--- config.mk ---
export PLATFORM = sky130hd
export DESIGN_NAME = axi3_hp_writer
export DESIGN_NICKNAME = d
export VERILOG_FILES = /design/src/rtl/axi3_hp_writer.sv
export SDC_FILE = /design/constraint.sdc
export NUM_CORES = 1
export LEC_CHECK = 0
export ABC_CLOCK_PERIOD_IN_PS = 1600
export CAP_MARGIN = 20
export CORE_AREA = 3 3 105 67
export CTS_CLUSTER_SIZE = 16
export DETAILED_ROUTE_END_ITERATION = 10
export DIE_AREA = 0 0 108 70
export PLACE_DENSITY_LB_ADDON = 0.1
export SLEW_MARGIN = 20
export SYNTH_ARGS = -nofsm -noshare
export SYNTH_HDL_FRONTEND = slang
export SYNTH_SLANG_ARGS = --single-unit
--- constraint.sdc ---
create_clock -name CLK -period 1.6 [get_ports CLK]
set_input_delay 0.32 -clock CLK [delete_from_list [all_inputs] [get_ports CLK]]
set_output_delay 0.32 -clock CLK [all_outputs]
set_load 0.01 [all_outputs]
--- src/rtl/axi3_hp_writer.sv ---
// axi3_hp_writer: drains BURST_SIZE words from an FWFT FIFO into one AXI3 INCR write burst
module axi3_hp_writer #(
    parameter int BURST_SIZE = 8
) (
    input  logic        CLK,
    input  logic        RESET,
    input  logic [28:0] DMA_WR_ADDR,
    input  logic        DMA_START,
    output logic        DMA_READY,
    output logic        DMA_DONE,
    output logic        DMA_ERROR,
    input  logic [31:0] DMA_WR_DATA,
    input  logic        DMA_WR_DATA_AVAIL,
    output logic        DMA_WR_DATA_RD,
    input  logic        m00_axi_awready,
    output logic [31:0] m00_axi_awaddr,
    output logic [3:0]  m00_axi_awlen,
    output logic [2:0]  m00_axi_awsize,
    output logic [1:0]  m00_axi_awburst,
    output logic        m00_axi_awvalid,
    input  logic        m00_axi_wready,
    output logic [31:0] m00_axi_wdata,
    output logic [3:0]  m00_axi_wstrb,
    output logic        m00_axi_wlast,
    output logic        m00_axi_wvalid,
    input  logic        m00_axi_bvalid,
    input  logic [1:0]  m00_axi_bresp,
    output logic        m00_axi_bready
);
    typedef enum logic [1:0] {IDLE, BURST, RESP} state_t;
    state_t      state;
    logic [28:0] addr;
    logic [3:0]  count;
    logic        aw_done;
    logic        w_done;
    logic        aw_hs;
    logic        w_hs;
    logic        last_hs;
    // w_done stops further beats once the last one is taken, since a 4-bit count wraps at 16
    assign m00_axi_wvalid  = (state == BURST) & ~w_done & DMA_WR_DATA_AVAIL;
    assign m00_axi_wlast   = m00_axi_wvalid & (count == 4'(BURST_SIZE - 1));
    assign m00_axi_wdata   = DMA_WR_DATA;
    assign m00_axi_wstrb   = 4'hF;
    assign m00_axi_awaddr  = {addr, 3'b000};
    assign m00_axi_awlen   = 4'(BURST_SIZE - 1);
    assign m00_axi_awsize  = 3'b010;
    assign m00_axi_awburst = 2'b01;
    assign m00_axi_bready  = (state == RESP);
    assign DMA_READY       = (state == IDLE);
    assign aw_hs           = m00_axi_awvalid & m00_axi_awready;
    assign w_hs            = m00_axi_wvalid & m00_axi_wready;
    assign last_hs         = w_hs & m00_axi_wlast;
    assign DMA_WR_DATA_RD  = w_hs;
    // burst sequencer: address and data channels progress independently, response closes the burst
    always_ff @(posedge CLK or posedge RESET) begin
        if (RESET) begin
            state           <= IDLE;
            addr            <= '0;
            count           <= '0;
            aw_done         <= 1'b0;
            w_done          <= 1'b0;
            m00_axi_awvalid <= 1'b0;
            DMA_DONE        <= 1'b0;
            DMA_ERROR       <= 1'b0;
        end else begin
            DMA_DONE <= 1'b0;
            case (state)
                IDLE: if (DMA_START) begin
                    addr            <= DMA_WR_ADDR;
                    DMA_ERROR       <= 1'b0;
                    m00_axi_awvalid <= 1'b1;
                    count           <= '0;
                    aw_done         <= 1'b0;
                    w_done          <= 1'b0;
                    state           <= BURST;
                end
                BURST: begin
                    if (aw_hs) begin
                        m00_axi_awvalid <= 1'b0;
                        aw_done         <= 1'b1;
                    end
                    if (w_hs) count <= count + 4'd1;
                    if (last_hs) w_done <= 1'b1;
                    if ((aw_done | aw_hs) & (w_done | last_hs)) state <= RESP;
                end
                RESP: if (m00_axi_bvalid) begin
                    DMA_ERROR <= (m00_axi_bresp != 2'b00);
                    DMA_DONE  <= 1'b1;
                    state     <= IDLE;
                end
                default: state <= IDLE;
            endcase
        end
    end
endmodule

==> results of run 1 <==
-- final timing paths --
check | to | slack [ns] | startpoint | cells past startpoint
setup reg to reg | count[0] | 0.08 | state[1] | 6
hold reg to reg | addr[19] | 0.47 | addr[19] | 2
setup / recovery | DMA_WR_DATA_RD | -0.1 | state[1] | 4
hold / removal | addr[12] | 0.37 | RESET | 3
max in group asynchronous | addr[19] | 1.03 | RESET | 3
min in group CLK | addr[19] | 0.47 | addr[19] | 2
-- cells by family after synthesis --
logic type,count (synthesis),synth area share (%)
adders and majority gates,1,0.6082
DFF,40,48.66
muxes,3,1.703
buffers and inverters,60,21.53
other,2,0.3651
and+or+nand+nor,108,22.08
AOI/OAI and AO/OA,12,5.050
-- report_power, final --
| part | leakage, nW | total (mW) | internal (mW) | switching [mW] |
|---|---|---|---|---|
| clock | 0.0455 | 0.687 | 0.352 | 0.335 |
| sequential | 0.500 | 1.70 | 1.47 | 0.229 |
| combinational | 0.872 | 2.41 | 1.35 | 1.06 |
-- cell usage in the layout, fill, tap and decap left out, types with 2 or more instances in the layout --
| master | synthesis | layout |
|---|---|---|
| nand2_1 | 90 | 90 |
| clkdlybuf4s50_1 | 0 | 67 |
| dfrtp_1 | 40 | 40 |
| buf_4 | 49 | 19 |
| conb_1 | 2 | 16 |
| clkbuf_8 | 0 | 6 |
| nor2_1 | 4 | 4 |
| inv_1 | 4 | 3 |
| buf_6 | 4 | 3 |
| a21oi_1 | 2 | 2 |
| mux2i_1 | 2 | 2 |
| nand3_1 | 2 | 2 |
| and2_1 | 3 | 2 |
| clkbuf_1 | 0 | 2 |
| buf_2 | 3 | 2 |
| buf_12 | 0 | 2 |
-- stage by stage --
step | area, µm² | worst slack (ns) | hold slack, ns | cells
6_report | 2825 | -0.09632 | 0.3713 | 372
5_1_grt | 2825 | -0.1806 | 0.3823 | 372
4_1_cts | 2813 | -0.07297 | 0.3766 | 372
3_5_place_dp | 2716 | -0.6297 | 0.4606 | 363
3_3_place_gp | 2716 | -0.6416 | 0.4579 | 363
2_1_floorplan | 2110 | 0.2429 | 0.4110 | 240
-- sequential cells by signal, summed over array words and instances (netlist names) --
signal           cells
addr                29
state                2
DMA_DONE             1
m00_axi_awvalid      1
DMA_ERROR            1
count                4
aw_done              1
w_done               1
-- cell type report --
class,count,area [µm²],share of cell area [%]
sequential,40,1001,35.43
timing repair buffer,96,928.4,32.86
multi-input combinational,140,685.7,24.27
tap,84,105.1,3.720
clock buffer,8,90.09,3.189
inverter,4,15.01,0.5314
-- metal layers --
layer | global-route usage (%) | up-vias
met3 | 4.986 | 7
li1 | - | 761
met5 | 0 | -
met1 | 18.86 | 658
met2 | 16.53 | 56
met4 | 3.361 | 0
-- Yosys cell counts (2+ instances only) --
library cell	number	area, µm²
buf_4	49	367.9
nand2_1	90	337.8
nand3_1	2	10.01
a21oi_1	2	10.01
buf_6	4	45.04
mux2i_1	2	20.02
inv_1	4	15.01
buf_2	3	15.01
dfrtp_1	40	1001
nor2_1	4	15.01
conb_1	2	7.510
and2_1	3	18.77
-- worst register-to-register path, stage by stage, from the launching register on --
cell and delay, ns:
dfrtp_1 0.39, nor4bb_2 0.30, buf_4 0.17, buf_6 0.09, buf_4 0.12, a21oi_2 0.08, mux2_4 0.26
-- repair_timing --
item / 4_1_cts / 5_1_grt
pin swaps: 4 / 1
buffers inserted: 1 / 0
hold buffers: 0 / 0
setup endpoints to repair: 5 / 7
resized for setup: 23 / 4
==> impl_metrics.py, run 1 <==
metrics = {
    "floorplan": {
        "initial_core_util_pct": 33.81,
        "die_h_um": 70,
        "num_rows": 22,
        "die_area_um2": 7560,
        "die_x_um": 108,
        "io_pins": 155,
        "core_um2": 6083,
    },
    "clocking": {
        "clock_sinks": 40,
        "htreeDepth": 2,
        "cts_root_buffer": "clkbuf_8",
        "clk_latency_ns": 0.29,
        "cts_buffers": 5,
        "cts_tree": "yes",
        "clk_path_buf_depth": 2,
        "cts.clk_slew.worst_paths_ns": 0.08,
    },
    "drt": {
        "routed-wl-met3_um": 494,
        "via_per_inst": 3.984,
        "routedWlPerCell_um": 12.26,
        "drtAntennaViolNets": 0,
        "met2WireLength_um": 1726,
        "drtIter0Drc": 57,
        "dr.pass1.iters": 4,
        "m1WireLength_um": 2303,
        "drc": 0,
        "route.top_layer_used": "met4",
        "via_count": 1482,
        "drt_wl_total_um": 4559,
    },
    "sta": {
        "setup_violations": 3,
        "drv_slew": 0,
        "clock.fmax_mhz": 589.5,
        "fin_skew_ns": 0.006501,
        "finalSetupTns_ns": -0.2278,
        "period_needed_ns": 1.696,
        "rsz0062_at_grt": "yes",
        "fin_crit_sh_pct": 106.0,
        "hold_viol": 0,
        "setup_slack_ns": -0.09632,
    },
    "global_route": {
        "grt_pass1_wl_um": 7590,
        "grt_overflow": 0,
        "grt.total_usage_pct": 12.60,
        "antenna_found_initial": 0,
        "grt_max_degree": 41,
        "grt_pass1_vias": 1522,
    },
    "worst_setup_path": {
        "worstSetupStartpointType": "flop",
        "crit_path_max_incr_delay_ns": 0.39,
        "arrival_ns": 1.38,
        "cp-end-kind": "primary output",
        "worstPathCellList": "nor4bb_2, buf_4, and2_4, buf_6",
        "critPathTopFamily": "simple AND/OR/NAND/NOR gates",
        "critPathRequiredTime_ns": 1.28,
        "crit_slowest_cell": "dfrtp_1",
        "worstPathMaxFanout": 3,
        "crit_type": "flop to primary output",
        "cp.buffers_inverters": 2,
    },
    "logic_synthesis": {
        "synth_top_flop_cell": "dfrtp_1",
        "yosys_warnings": 0,
        "synthCells": 226,
        "yosysUniqueCellTypes": 33,
        "synth-seq-cells": 40,
        "async_flop_share_pct": 100.0,
        "seq_area_frac_synth_pct": 48.66,
        "syn_area_per_cell_um2": 9.102,
        "netlist_area_um2": 2057,
        "synth_edf_count": 0,
    },
    "hold_path": {
        "min_path_type": "primary input to asynchronous set/reset pin",
    },
    "layout": {
        "utilization_pct": 46.44,
        "antenna_cells": 0,
        "drive_gt1_share_pct": 14.58,
        "syn_to_final_growth_pct": 37.35,
        "num-fill-cells": 596,
        "nets": 358,
    },
    "placement": {
        "place_congestion": 0.6974,
        "dp_hpwl_um": 3443,
        "place.port_buffers": 74,
    },
    "power": {
        "power_mw": 4.789,
        "ir_drop_v": 0.0006920,
        "p_per_area_nw_per_um2": 1695,
        "p_leak_nw": 1.417,
    },
    "run": {
        "maxCapViolCount": 0,
    },
    "status": {
        "violations": "setup timing",
        "outcome": "finished with violations",
    },
}
No activity file was read; power rests on OpenSTA's default activity.
==> run 2, diff against run 1 <==
--- a/config.mk
+++ b/config.mk
@@ -6,8 +6,9 @@
 export NUM_CORES = 1
 export LEC_CHECK = 0
 export ABC_CLOCK_PERIOD_IN_PS = 1600
-export CAP_MARGIN = 20
+export CAP_MARGIN = 25
 export CORE_AREA = 3 3 105 67
+export CTS_BUF_LIST = sky130_fd_sc_hd__clkbuf_16
 export CTS_CLUSTER_SIZE = 16
 export DETAILED_ROUTE_END_ITERATION = 10
 export DIE_AREA = 0 0 108 70
==> run 2 against run 1 <==
Compared with the run above:
- the flow still finishes with violations (setup timing)
- global-route usage is 0.12 points lower
- sequential power hardly changed
- flip-flop and latch count stayed put
- total power is 4.6% higher
- die area stayed put
- register-to-register slack hardly changed
- critical path depth stayed put
- clock skew is 0.0029 ns lower
- worst hold slack better by 0.018 ns
- critical endpoint unchanged
- largest power group unchanged
==> impl_metrics.py, run 2 (synthesized netlist as in run 1, its figures left out) <==
metrics = {
    "clocking": {
        "cts.clk_slew.worst_paths_ns": 0.06,
        "cts_root_buffer": "clkbuf_16",
        "cts_buffers": 5,
        "htreeDepth": 2,
        "clk_path_buf_depth": 2,
        "cts_tree": "yes",
        "cts_hold_buf": 0,
        "clock_sinks": 40,
        "clk_latency_ns": 0.27,
    },
    "floorplan": {
        "die_h_um": 70,
        "num_rows": 22,
        "die_area_um2": 7560,
        "core_um2": 6083,
        "initial_core_util_pct": 33.81,
        "io_pins": 155,
        "die_x_um": 108,
    },
    "sta": {
        "setup_slack_ns": -0.08086,
        "rsz0062_at_grt": "yes",
        "fin_crit_sh_pct": 105.1,
        "fin_skew_ns": 0.003611,
        "hold_viol": 0,
        "hold_slack_ns": 0.3890,
        "clock.fmax_mhz": 594.9,
        "period_needed_ns": 1.681,
        "drv_slew": 0,
        "setup_violations": 3,
        "finalSetupTns_ns": -0.1823,
    },
    "global_route": {
        "grt_max_degree": 41,
        "grt_overflow": 0,
        "antenna_found_initial": 0,
        "grt_pass1_vias": 1523,
        "grt_pass1_wl_um": 7548,
        "grt.total_usage_pct": 12.48,
    },
    "placement": {
        "place_congestion": 0.6974,
        "dp_hpwl_um": 3443,
        "place.port_buffers": 74,
        "preCtsSetupSlack_ns": -0.6297,
    },
    "layout": {
        "syn_to_final_growth_pct": 39.42,
        "utilization_pct": 47.14,
        "largest_register_ffs": 29,
        "drive_gt1_share_pct": 13.89,
        "nets": 358,
        "final_common_cell": "nand2_1",
        "largestRegisters": "addr (29), count (4), state (2)",
        "antenna_cells": 0,
        "layout_common_cells": "nand2_1, clkdlybuf4s50_1, dfrtp_1",
        "max_flop_register": "addr",
    },
    "worst_setup_path": {
        "cp.buffers_inverters": 2,
        "worstSetupStartpointType": "flop",
        "crit_path_max_incr_delay_ns": 0.38,
        "crit_slowest_cell": "dfrtp_1",
        "critPathTopFamily": "simple AND/OR/NAND/NOR gates",
        "crit_type": "flop to primary output",
        "arrival_ns": 1.36,
        "critPathRequiredTime_ns": 1.28,
        "worstPathCellList": "nor4bb_2, buf_4, and2_4, buf_6",
        "worstPathMaxFanout": 3,
        "cp-end-kind": "primary output",
    },
    "drt": {
        "drtIter0Drc": 57,
        "routedWlPerCell_um": 12.21,
        "drc": 0,
        "via_count": 1488,
        "dr.pass1.iters": 4,
        "drtAntennaViolNets": 0,
        "drt_wl_total_um": 4542,
        "via_per_inst": 4.000,
    },
    "run": {
        "maxCapViolCount": 0,
    },
    "power": {
        "ir_drop_v": 0.0006859,
        "power_mw": 5.010,
        "p_per_area_nw_per_um2": 1747,
        "p_leak_nw": 1.446,
    },
    "status": {
        "violations": "setup timing",
        "outcome": "finished with violations",
    },
    "hold_path": {
        "min_path_type": "primary input to asynchronous set/reset pin",
    },
}
==> run 2: cell count changes in the layout (fill, tap and decap cells not counted), sizes merged <==
cell,before,now
dlygate4sd2,1,2
clkinv,1,2
clkdlybuf4s15,1,0
clkbuf,8,6
buf,26,25
inv,3,5
==> run 2: cell type report <==
| type | count | area [µm²] |
|---|---|---|
| Inverter | 4 | 15.01 |
| Fill cell | 592 | 3216 |
| Tap cell | 84 | 105.1 |
| Clock inverter | 3 | 11.26 |
| Sequential cell | 40 | 1001 |
| Multi-Input combinational cell | 140 | 683.2 |
| Clock buffer | 5 | 125.1 |
| Timing Repair Buffer | 96 | 927.1 |
==> run 2: layer usage <==
| metal | vias up | track usage, % | part of all wire (%) | routed length, µm |
|---|---|---|---|---|
| li1 | 763 | - | - | - |
| met1 | 666 | 18.52 | 50 | 2264 |
| met2 | 55 | 16.74 | 39 | 1770 |
| met3 | 4 | 4.986 | 11 | 489 |
| met4 | 0 | 2.941 | 0.40 | 18 |
| met5 | - | 0 | 0 | 0 |
==> run 2: tightest hold or removal path: stages <==
cell and delay (ns):
clkdlybuf4s50_1 0.40, clkinv_1 0.08, buf_12 0.23
==> run 2: where the power goes <==
| part | total [mW] | internal (mW) | switching [mW] | leakage, nW |
|---|---|---|---|---|
| sequential | 1.70 | 1.47 | 0.231 | 0.500 |
| combinational | 2.39 | 1.34 | 1.05 | 0.872 |
| clock | 0.915 | 0.560 | 0.355 | 0.0738 |
| total | 5.01 | 3.37 | 1.64 | 1.45 |
==> run 2: final timing paths <==
check | end | slack, ns | start | cells after the start
setup reg to reg | count[0] | 0.08 | state[1] | 6
min in group CLK | addr[19] | 0.47 | addr[19] | 2
setup / recovery | DMA_WR_DATA_RD | -0.08 | state[1] | 4
max in group asynchronous | addr[23] | 1.00 | RESET | 3
hold reg to reg | addr[19] | 0.47 | addr[19] | 2
hold / removal | addr[15] | 0.39 | RESET | 3
==> run 2: per-stage QoR <==
stage	cell area [µm²]	cells
finish	2868	372
global route	2868	372
CTS	2864	372
detailed placement	2716	363
global placement	2716	363
floorplan	2110	240
==> run 2: repair_timing <==
action,CTS,global route
gates resized for setup,21,3
setup endpoints to repair,5,6
buffers inserted,1,0
pin swaps,4,1
